$ cat src/rtl/uart_pkg.sv
// ---------------------------------------------------------------------------
// uart_pkg
// Types and constants shared by the UART transmitter and receiver:
//   uart_state_e      - receiver state encoding
//   DATA_BITS         - payload bits per frame (8N1)
//   BIT_CNT_W         - width of the in-frame bit counter
//   COUNT_W           - width of the received-byte counter / buffer address
//   DEFAULT_NUM_BYTES - message length shared with the transmitter ROM
// ---------------------------------------------------------------------------
package uart_pkg;

    localparam int DATA_BITS         = 8;
    localparam int BIT_CNT_W         = $clog2(DATA_BITS);
    localparam int COUNT_W           = 6;
    localparam int DEFAULT_NUM_BYTES = 38;

    typedef enum logic [2:0] {
        ST_IDLE,
        ST_DATA,
        ST_STOP,
        ST_BREAK,
        ST_FINISH
    } uart_state_e;

endpackage

$ cat src/rtl/uart_receiver_if.sv
// ---------------------------------------------------------------------------
// uart_receiver_if
// Parallel-side bundle of the UART receiver.
//   RX_data/RX_valid  - last good byte and its one-cycle strobe
//   Framing_error     - sticky stop-bit error flag
//   Byte_count/Done   - progress through the message
//   Rd_addr/Rd_data   - combinational read port into the receive buffer
// master: the receiver; slave: whoever consumes the message.
// ---------------------------------------------------------------------------
interface uart_receiver_if;
    import uart_pkg::*;

    logic [DATA_BITS-1:0] RX_data;
    logic                 RX_valid;
    logic                 Framing_error;
    logic [COUNT_W-1:0]   Byte_count;
    logic                 Done;
    logic [COUNT_W-1:0]   Rd_addr;
    logic [DATA_BITS-1:0] Rd_data;

    modport master (
        output RX_data, RX_valid, Framing_error, Byte_count, Done, Rd_data,
        input  Rd_addr
    );

    modport slave (
        input  RX_data, RX_valid, Framing_error, Byte_count, Done, Rd_data,
        output Rd_addr
    );

endinterface

$ cat src/rtl/uart_rx_sync.sv
// ---------------------------------------------------------------------------
// uart_rx_sync
// SYNC_STAGES-deep synchronizer for the asynchronous serial line. Flops reset
// to 1 so the line looks idle out of reset. SYNC_STAGES=0 is a plain wire,
// used when the transmitter shares the receiver's clock.
//   clock_10KHz, Reset_n - clock and async active-low reset
//   din                  - raw serial line
//   dout                 - synchronized serial line
// ---------------------------------------------------------------------------
module uart_rx_sync #(
    parameter int SYNC_STAGES = 2
) (
    input  logic clock_10KHz,
    input  logic Reset_n,
    input  logic din,
    output logic dout
);

    generate
        if (SYNC_STAGES == 0) begin : g_wire
            assign dout = din;
        end else begin : g_flops
            logic [SYNC_STAGES-1:0] chain;

            // NOTE: flops are written with <= so every stage samples the
            // previous stage's old value; blocking would collapse the chain.
            always_ff @(posedge clock_10KHz or negedge Reset_n) begin
                if (!Reset_n) begin
                    chain <= '1;
                end else begin
                    chain[0] <= din;
                    for (int i = 1; i < SYNC_STAGES; i++) begin
                        chain[i] <= chain[i-1];
                    end
                end
            end

            assign dout = chain[SYNC_STAGES-1];
        end
    endgenerate

endmodule

$ cat src/rtl/uart_receiver.sv
// ---------------------------------------------------------------------------
// uart_receiver
// 8N1 receiver, one bit per clock. Samples the synchronized line once per
// cycle, checks the stop bit, and stores each good byte at buffer address
// Byte_count+1 (addresses 1..NUM_BYTES, matching the transmitter ROM). After
// NUM_BYTES good bytes it raises Done and ignores the line until reset.
//   clock_10KHz, Reset_n - clock and async active-low reset
//   RXD                  - serial line, idle high, LSB first
//   rx_bus (master)      - RX_data/RX_valid, Framing_error, Byte_count,
//                          Done, and the Rd_addr/Rd_data buffer read port
// ---------------------------------------------------------------------------
module uart_receiver
    import uart_pkg::*;
#(
    parameter int NUM_BYTES   = DEFAULT_NUM_BYTES,
    parameter int SYNC_STAGES = 2
) (
    input  logic            clock_10KHz,
    input  logic            Reset_n,
    input  logic            RXD,
    uart_receiver_if.master rx_bus
);

    localparam logic [BIT_CNT_W-1:0] LAST_BIT  = BIT_CNT_W'(DATA_BITS - 1);
    localparam logic [COUNT_W-1:0]   LAST_ADDR = COUNT_W'(NUM_BYTES);

    logic s;

    uart_rx_sync #(.SYNC_STAGES(SYNC_STAGES)) u_sync (
        .clock_10KHz (clock_10KHz),
        .Reset_n     (Reset_n),
        .din         (RXD),
        .dout        (s)
    );

    uart_state_e          state,      state_next;
    logic [BIT_CNT_W-1:0] bit_cnt,    bit_cnt_next;
    logic [DATA_BITS-1:0] shift_reg,  shift_next;
    logic [DATA_BITS-1:0] rx_data_q,  rx_data_next;
    logic                 rx_valid_q, rx_valid_next;
    logic                 fe_q,       fe_next;
    logic [COUNT_W-1:0]   count_q,    count_next;
    logic                 wr_en;
    logic [COUNT_W-1:0]   wr_addr;

    logic [DATA_BITS-1:0] buffer [1:NUM_BYTES];

    always_ff @(posedge clock_10KHz or negedge Reset_n) begin
        if (!Reset_n) begin
            state      <= ST_IDLE;
            bit_cnt    <= '0;
            shift_reg  <= '0;
            rx_data_q  <= '0;
            rx_valid_q <= 1'b0;
            fe_q       <= 1'b0;
            count_q    <= '0;
        end else begin
            state      <= state_next;
            bit_cnt    <= bit_cnt_next;
            shift_reg  <= shift_next;
            rx_data_q  <= rx_data_next;
            rx_valid_q <= rx_valid_next;
            fe_q       <= fe_next;
            count_q    <= count_next;
        end
    end

    // NOTE: every variable gets a default before the case so no path leaves
    // one unassigned, which would otherwise infer a latch.
    always_comb begin
        state_next    = state;
        bit_cnt_next  = bit_cnt;
        shift_next    = shift_reg;
        rx_data_next  = rx_data_q;
        rx_valid_next = 1'b0;
        fe_next       = fe_q;
        count_next    = count_q;
        wr_en         = 1'b0;

        case (state)
            ST_IDLE: begin
                // This low sample is the start bit itself.
                if (!s) begin
                    state_next   = ST_DATA;
                    bit_cnt_next = '0;
                end
            end
            ST_DATA: begin
                shift_next[bit_cnt] = s;
                bit_cnt_next        = bit_cnt + 1'b1;
                if (bit_cnt == LAST_BIT) begin
                    state_next = ST_STOP;
                end
            end
            ST_STOP: begin
                if (s) begin
                    rx_data_next  = shift_reg;
                    rx_valid_next = 1'b1;
                    wr_en         = 1'b1;
                    count_next    = count_q + 1'b1;
                    state_next    = (count_next == LAST_ADDR) ? ST_FINISH : ST_IDLE;
                end else begin
                    fe_next    = 1'b1;
                    state_next = ST_BREAK;
                end
            end
            ST_BREAK: begin
                // A held-low line is a break, not a stream of start bits.
                if (s) begin
                    state_next = ST_IDLE;
                end
            end
            ST_FINISH: begin
            end
            default: begin
                state_next = ST_IDLE;
            end
        endcase
    end

    assign wr_addr = count_q + 1'b1;

    // NOTE: the message buffer has no reset; it maps to distributed RAM and
    // unwritten entries are never meaningful to a reader.
    always_ff @(posedge clock_10KHz) begin
        if (wr_en) begin
            buffer[wr_addr] <= shift_reg;
        end
    end

    assign rx_bus.Rd_data = (rx_bus.Rd_addr != '0 && rx_bus.Rd_addr <= LAST_ADDR)
                          ? buffer[rx_bus.Rd_addr] : '0;

    assign rx_bus.RX_data       = rx_data_q;
    assign rx_bus.RX_valid      = rx_valid_q;
    assign rx_bus.Framing_error = fe_q;
    assign rx_bus.Byte_count    = count_q;
    assign rx_bus.Done          = (state == ST_FINISH);

endmodule

$ cat src/flat_wrapper.sv
// flat-port wrapper written by rule: the top's interface ports become plain ports
module uart_receiver_flat import uart_pkg::*;
#(
    parameter int NUM_BYTES   = DEFAULT_NUM_BYTES,
    parameter int SYNC_STAGES = 2
)
  (clock_10KHz, Reset_n, RXD, rx_bus_RX_data, rx_bus_RX_valid, rx_bus_Framing_error, rx_bus_Byte_count, rx_bus_Done, rx_bus_Rd_data, rx_bus_Rd_addr);
  uart_receiver_if rx_bus_i ();
  input  logic clock_10KHz;
  input  logic Reset_n;
  input  logic RXD;
  output wire logic [$bits(rx_bus_i.RX_data)-1:0] rx_bus_RX_data;
  output wire logic [$bits(rx_bus_i.RX_valid)-1:0] rx_bus_RX_valid;
  output wire logic [$bits(rx_bus_i.Framing_error)-1:0] rx_bus_Framing_error;
  output wire logic [$bits(rx_bus_i.Byte_count)-1:0] rx_bus_Byte_count;
  output wire logic [$bits(rx_bus_i.Done)-1:0] rx_bus_Done;
  output wire logic [$bits(rx_bus_i.Rd_data)-1:0] rx_bus_Rd_data;
  input wire logic [$bits(rx_bus_i.Rd_addr)-1:0] rx_bus_Rd_addr;
  assign rx_bus_RX_data = rx_bus_i.RX_data;
  assign rx_bus_RX_valid = rx_bus_i.RX_valid;
  assign rx_bus_Framing_error = rx_bus_i.Framing_error;
  assign rx_bus_Byte_count = rx_bus_i.Byte_count;
  assign rx_bus_Done = rx_bus_i.Done;
  assign rx_bus_Rd_data = rx_bus_i.Rd_data;
  assign rx_bus_i.Rd_addr = rx_bus_Rd_addr;
  uart_receiver #(.NUM_BYTES(NUM_BYTES), .SYNC_STAGES(SYNC_STAGES)) u_core (.clock_10KHz(clock_10KHz), .Reset_n(Reset_n), .RXD(RXD), .rx_bus(rx_bus_i));
endmodule
$ cat config.mk
export PLATFORM = sky130hd
export DESIGN_NAME = uart_receiver_flat
export DESIGN_NICKNAME = d
export VERILOG_FILES = /design/src/rtl/uart_pkg.sv /design/src/rtl/uart_receiver_if.sv /design/src/rtl/uart_rx_sync.sv /design/src/rtl/uart_receiver.sv /design/src/flat_wrapper.sv
export SDC_FILE = /design/constraint.sdc
export NUM_CORES = 1
export LEC_CHECK = 0
export CAP_MARGIN = 20
export CORE_ASPECT_RATIO = 0.8
export CORE_MARGIN = 2
export CORE_UTILIZATION = 36
export DETAILED_ROUTE_END_ITERATION = 6
export DONT_BUFFER_PORTS = 1
export GPL_ROUTABILITY_DRIVEN = 1
export PLACE_DENSITY = 0.49
export SLEW_MARGIN = 20
export SYNTH_ARGS = -nofsm -noshare
export SYNTH_HDL_FRONTEND = slang
export SYNTH_SLANG_ARGS = --single-unit
$ cat constraint.sdc
create_clock -name clock_10KHz -period 2.75 [get_ports clock_10KHz]
set_input_delay 0.1375 -clock clock_10KHz [delete_from_list [all_inputs] [get_ports clock_10KHz]]
set_output_delay 0.1375 -clock clock_10KHz [all_outputs]
set_load 0.005 [all_outputs]
==> impl_metrics.csv <==
group,metric,value,unit
layout,post_route_cells_drive_above_1_share,19.9,%
sta,worst_slew_pin_slew,0.800,ns
critical_path,worst_setup_path_category,"reg -> reg",
global_routing,grt_start_max_net_pins,88,
clock_network,post_cts.resized_instances,0,
yosys,post_synth.cell_area_avg,17.9,um2
clock_network,clock_tree.htree_level_count,2,
die,fp.dieH,177,um
layout,largest_reg_flops,304,
power_and_ir_drop,power.leakage,5.10,nW
die,die-area,39100,um2
global_routing,vias_in_the_first_global_route,6935,
routing,detail_route.iter0.violations,682,
sta,clock-skew-final,0.0368,ns
layout,nNetsFinal,824,
routing,wire_per_inst,23.8,um
yosys,synth.area.top_cells,"edfxtp_1 (68%), mux4_2 (9.2%), dfrtp_1 (5.6%)",
hold_path,hp-class,"in -> async",
routing,totalWireLength,31600,um
placement,final_wtd_congestion,0.798,
yosys,sequential_element_share_of_the_synthesized_area,73.6,%
placement,hpwlAfterDp,19400,um
yosys,netlist-cell-type-count,54,
global_routing,grt_first_pass_wirelength,46900,um
layout,antenna-diode-count,0,
routing,ant_nets,0,
sta,final-setup-viol-count,0,
global_routing,grt_overflow,0,
clock_network,tritoncts,"done",
yosys,syn-cell-area,13500,um2
yosys,yosys.area_share.xor_xnor,0.454,%
die,die-width,220,um
clock_network,path_clk_slew,0.06,ns
run,maximum_capacitance_violations,0,
sta,tns,0,ns
die,start_util,36.5,%
critical_path,critical_path.startpoint_type,"flop",
clock_network,clk-insertion-delay-late,0.54,ns
routing,detailedRoute.firstPassIterationCount,5,
critical_path,critPathCaptureType,"flop",
critical_path,cp_cell_sequence,"ha_1 > nand2_1 > xnor2_1 > a31oi_1 > or2_2 > nor2_1",
sta,final_max_slew_viol_count,0,
routing,drc,0,
clock_network,holdBufCountCts,3,
power_and_ir_drop,powerDensity,830,nW/um2
clock_network,cts_inserted_buffers,35,
yosys,yosys-mux-area-fraction,12.9,%
yosys,synth-compound-area-share,4.46,%
placement,numPortBuffers,0,
power_and_ir_drop,vdd_drop_max,465,uV
sta,timing.hold.ws,0.0663,ns
yosys,synthAdderAreaFrac,0.371,%
routing,route.detailed.vias_per_inst,5.24,
critical_path,cp_data_required_time,2.91,ns
die,io-pin-count,34,
yosys,synth.largest_area_cell,"edfxtp_1",
sta,timing.fmax,397,MHz
sta,hold_violations,0,
clock_network,cts.root.buffer_cell,"clkbuf_16",
yosys,synth_largest_type_area_fraction,67.6,%
critical_path,crit_slowest_cell,"nor2_1",
layout,area_overhead_vs_synth,13.6,%
critical_path,r2r-end,"u_core.buffer[13][6]",
critical_path,reg2reg_setup_slack,0.23,ns
global_routing,grt_use_total,16.6,%
critical_path,critical_path.max_fanout,8,
yosys,synth.ff_latch_count,336,
status,run_status,"finished clean",
yosys,combinational_family_with_the_most_area_after_synthesis,"multiplexers",
yosys,postSynth.asyncResetShare,9.52,%
clock_network,max_buffers_root_to_sink,3,
yosys,number_of_enable_type_register_cells_in_the_synthesized_netlist,304,
routing,num_vias,6937,
global_routing,number_of_antenna_violations_at_the_first_check_in_global_routing,0,
yosys,yosys_most_used_dff,"edfxtp_1",
yosys,cells_after_synth,756,
yosys,synthTopCellsByCount,"edfxtp_1 (304), nor2_1 (68), nand2_1 (66)",
sta,finalCritPeriodShare,91.5,%
clock_network,cts.repair_timing.setup_buffer_count,0,
sta,rsz0062_at_grt,"no",
die,num_rows,63,
yosys,most_common_cell_in_the_netlist,"edfxtp_1",
sta,layout_min_cycle_time,2.52,ns
clock_network,cts_sinks,336,
yosys,synthesis.yosys.warnings,0,
critical_path,timing.reg2reg.worst_path_depth,6,
sta,timing.slew.headroom,46.7,%
critical_path,critPathArrivalTime,2.68,ns
yosys,synth-simple-area-share,5.84,%
critical_path,critical-path-max-stage-delay,0.52,ns
critical_path,crit-reg2reg-launch,"u_core.rx_bus.Byte_count[1]",
die,core_area,37000,um2
yosys,synthesized_nets,769,
-- cells by family (layout without fill, tap and decap cells) --
kind of cell    Yosys count  in the layout
buf+inv                  45            125
xor+xnor                  7              7
simple gates            183            183
mux                      98             98
flops                   336            336
compound gates           83             83
fa+ha+maj                 4              4
-- cells in the final DEF, fill, tap and decap left out, types with 7 or more instances in the layout --
cell type | Yosys | layout
a31oi_1 | 7 | 7
nand2_1 | 66 | 66
a211oi_1 | 7 | 7
clkinv_1 | 2 | 12
clkbuf_1 | 12 | 9
mux4_2 | 55 | 55
o21ai_0 | 14 | 14
buf_4 | 5 | 52
edfxtp_1 | 304 | 304
nand3_1 | 19 | 19
mux2i_1 | 35 | 35
dfrtp_1 | 30 | 30
nor2_1 | 68 | 68
a21oi_1 | 15 | 15
clkbuf_16 | 0 | 35
xnor2_1 | 7 | 7
-- critical path, delay by kind of cell (launching register included) --
kind                     cells  cell delay (ns)
AO/OA/AOI/OAI                1             0.11
AND/OR/NAND/NOR              3             1.08
flip-flops                   1             0.45
XOR/XNOR                     1             0.25
adder cells (fa/ha/maj)      1             0.28
-- power by group --
part	switching (W)	internal, W	total, W
Sequential	0.000231	0.00643	0.00666
Combinational	0.00113	0.000437	0.00157
Clock	0.00187	0.00263	0.00450
-- how the worst max path moves through the flow --
stage,to,start,slack [ns]
final,u_core.buffer[13][6],u_core.rx_bus.Byte_count[1],0.23
after global routing,u_core.buffer[13][7],u_core.rx_bus.Byte_count[1],0.002
after CTS,u_core.buffer[13][3],u_core.rx_bus.Byte_count[1],0.24
after detailed placement,u_core.buffer[13][5],u_core.rx_bus.Byte_count[1],0.25
after global placement,u_core.buffer[13][5],u_core.rx_bus.Byte_count[1],0.31
after floorplan,u_core.buffer[10][0],u_core.rx_bus.Byte_count[1],0.50
-- routing by layer --
metal | GRT usage (%) | vias up | share of wire (%)
li1 | - | 3093 | -
met1 | 25.2 | 3646 | 48
met2 | 24.7 | 162 | 45
met3 | 3.09 | 36 | 5.2
met4 | 4.28 | 0 | 1.7
met5 | 0 | - | 0
-- stage by stage --
stage,std cells,area [um2],total power (W),setup slack [ns],util (%)
6_report,1323,15300,0.0127,0.233,41.5
4_1_cts,1323,15300,0.0129,0.235,41.5
3_3_place_gp,1258,14200,0.00828,0.309,38.5
3_5_place_dp,1258,14200,0.00836,0.246,38.5
2_1_floorplan,756,13500,0.00761,0.504,-
5_1_grt,1323,15300,0.0133,0.00238,41.5
-- layout make-up --
class | instances | area [um2]
Clock inverter | 18 | 164
Sequential cell | 336 | 9930
Clock buffer | 44 | 910
Tap cell | 487 | 609
Fill cell | 3264 | 21600
Inverter | 7 | 26.3
Multi-Input combinational cell | 375 | 3240
Timing Repair Buffer | 56 | 450
No activity file was read; power rests on OpenSTA's default activity.
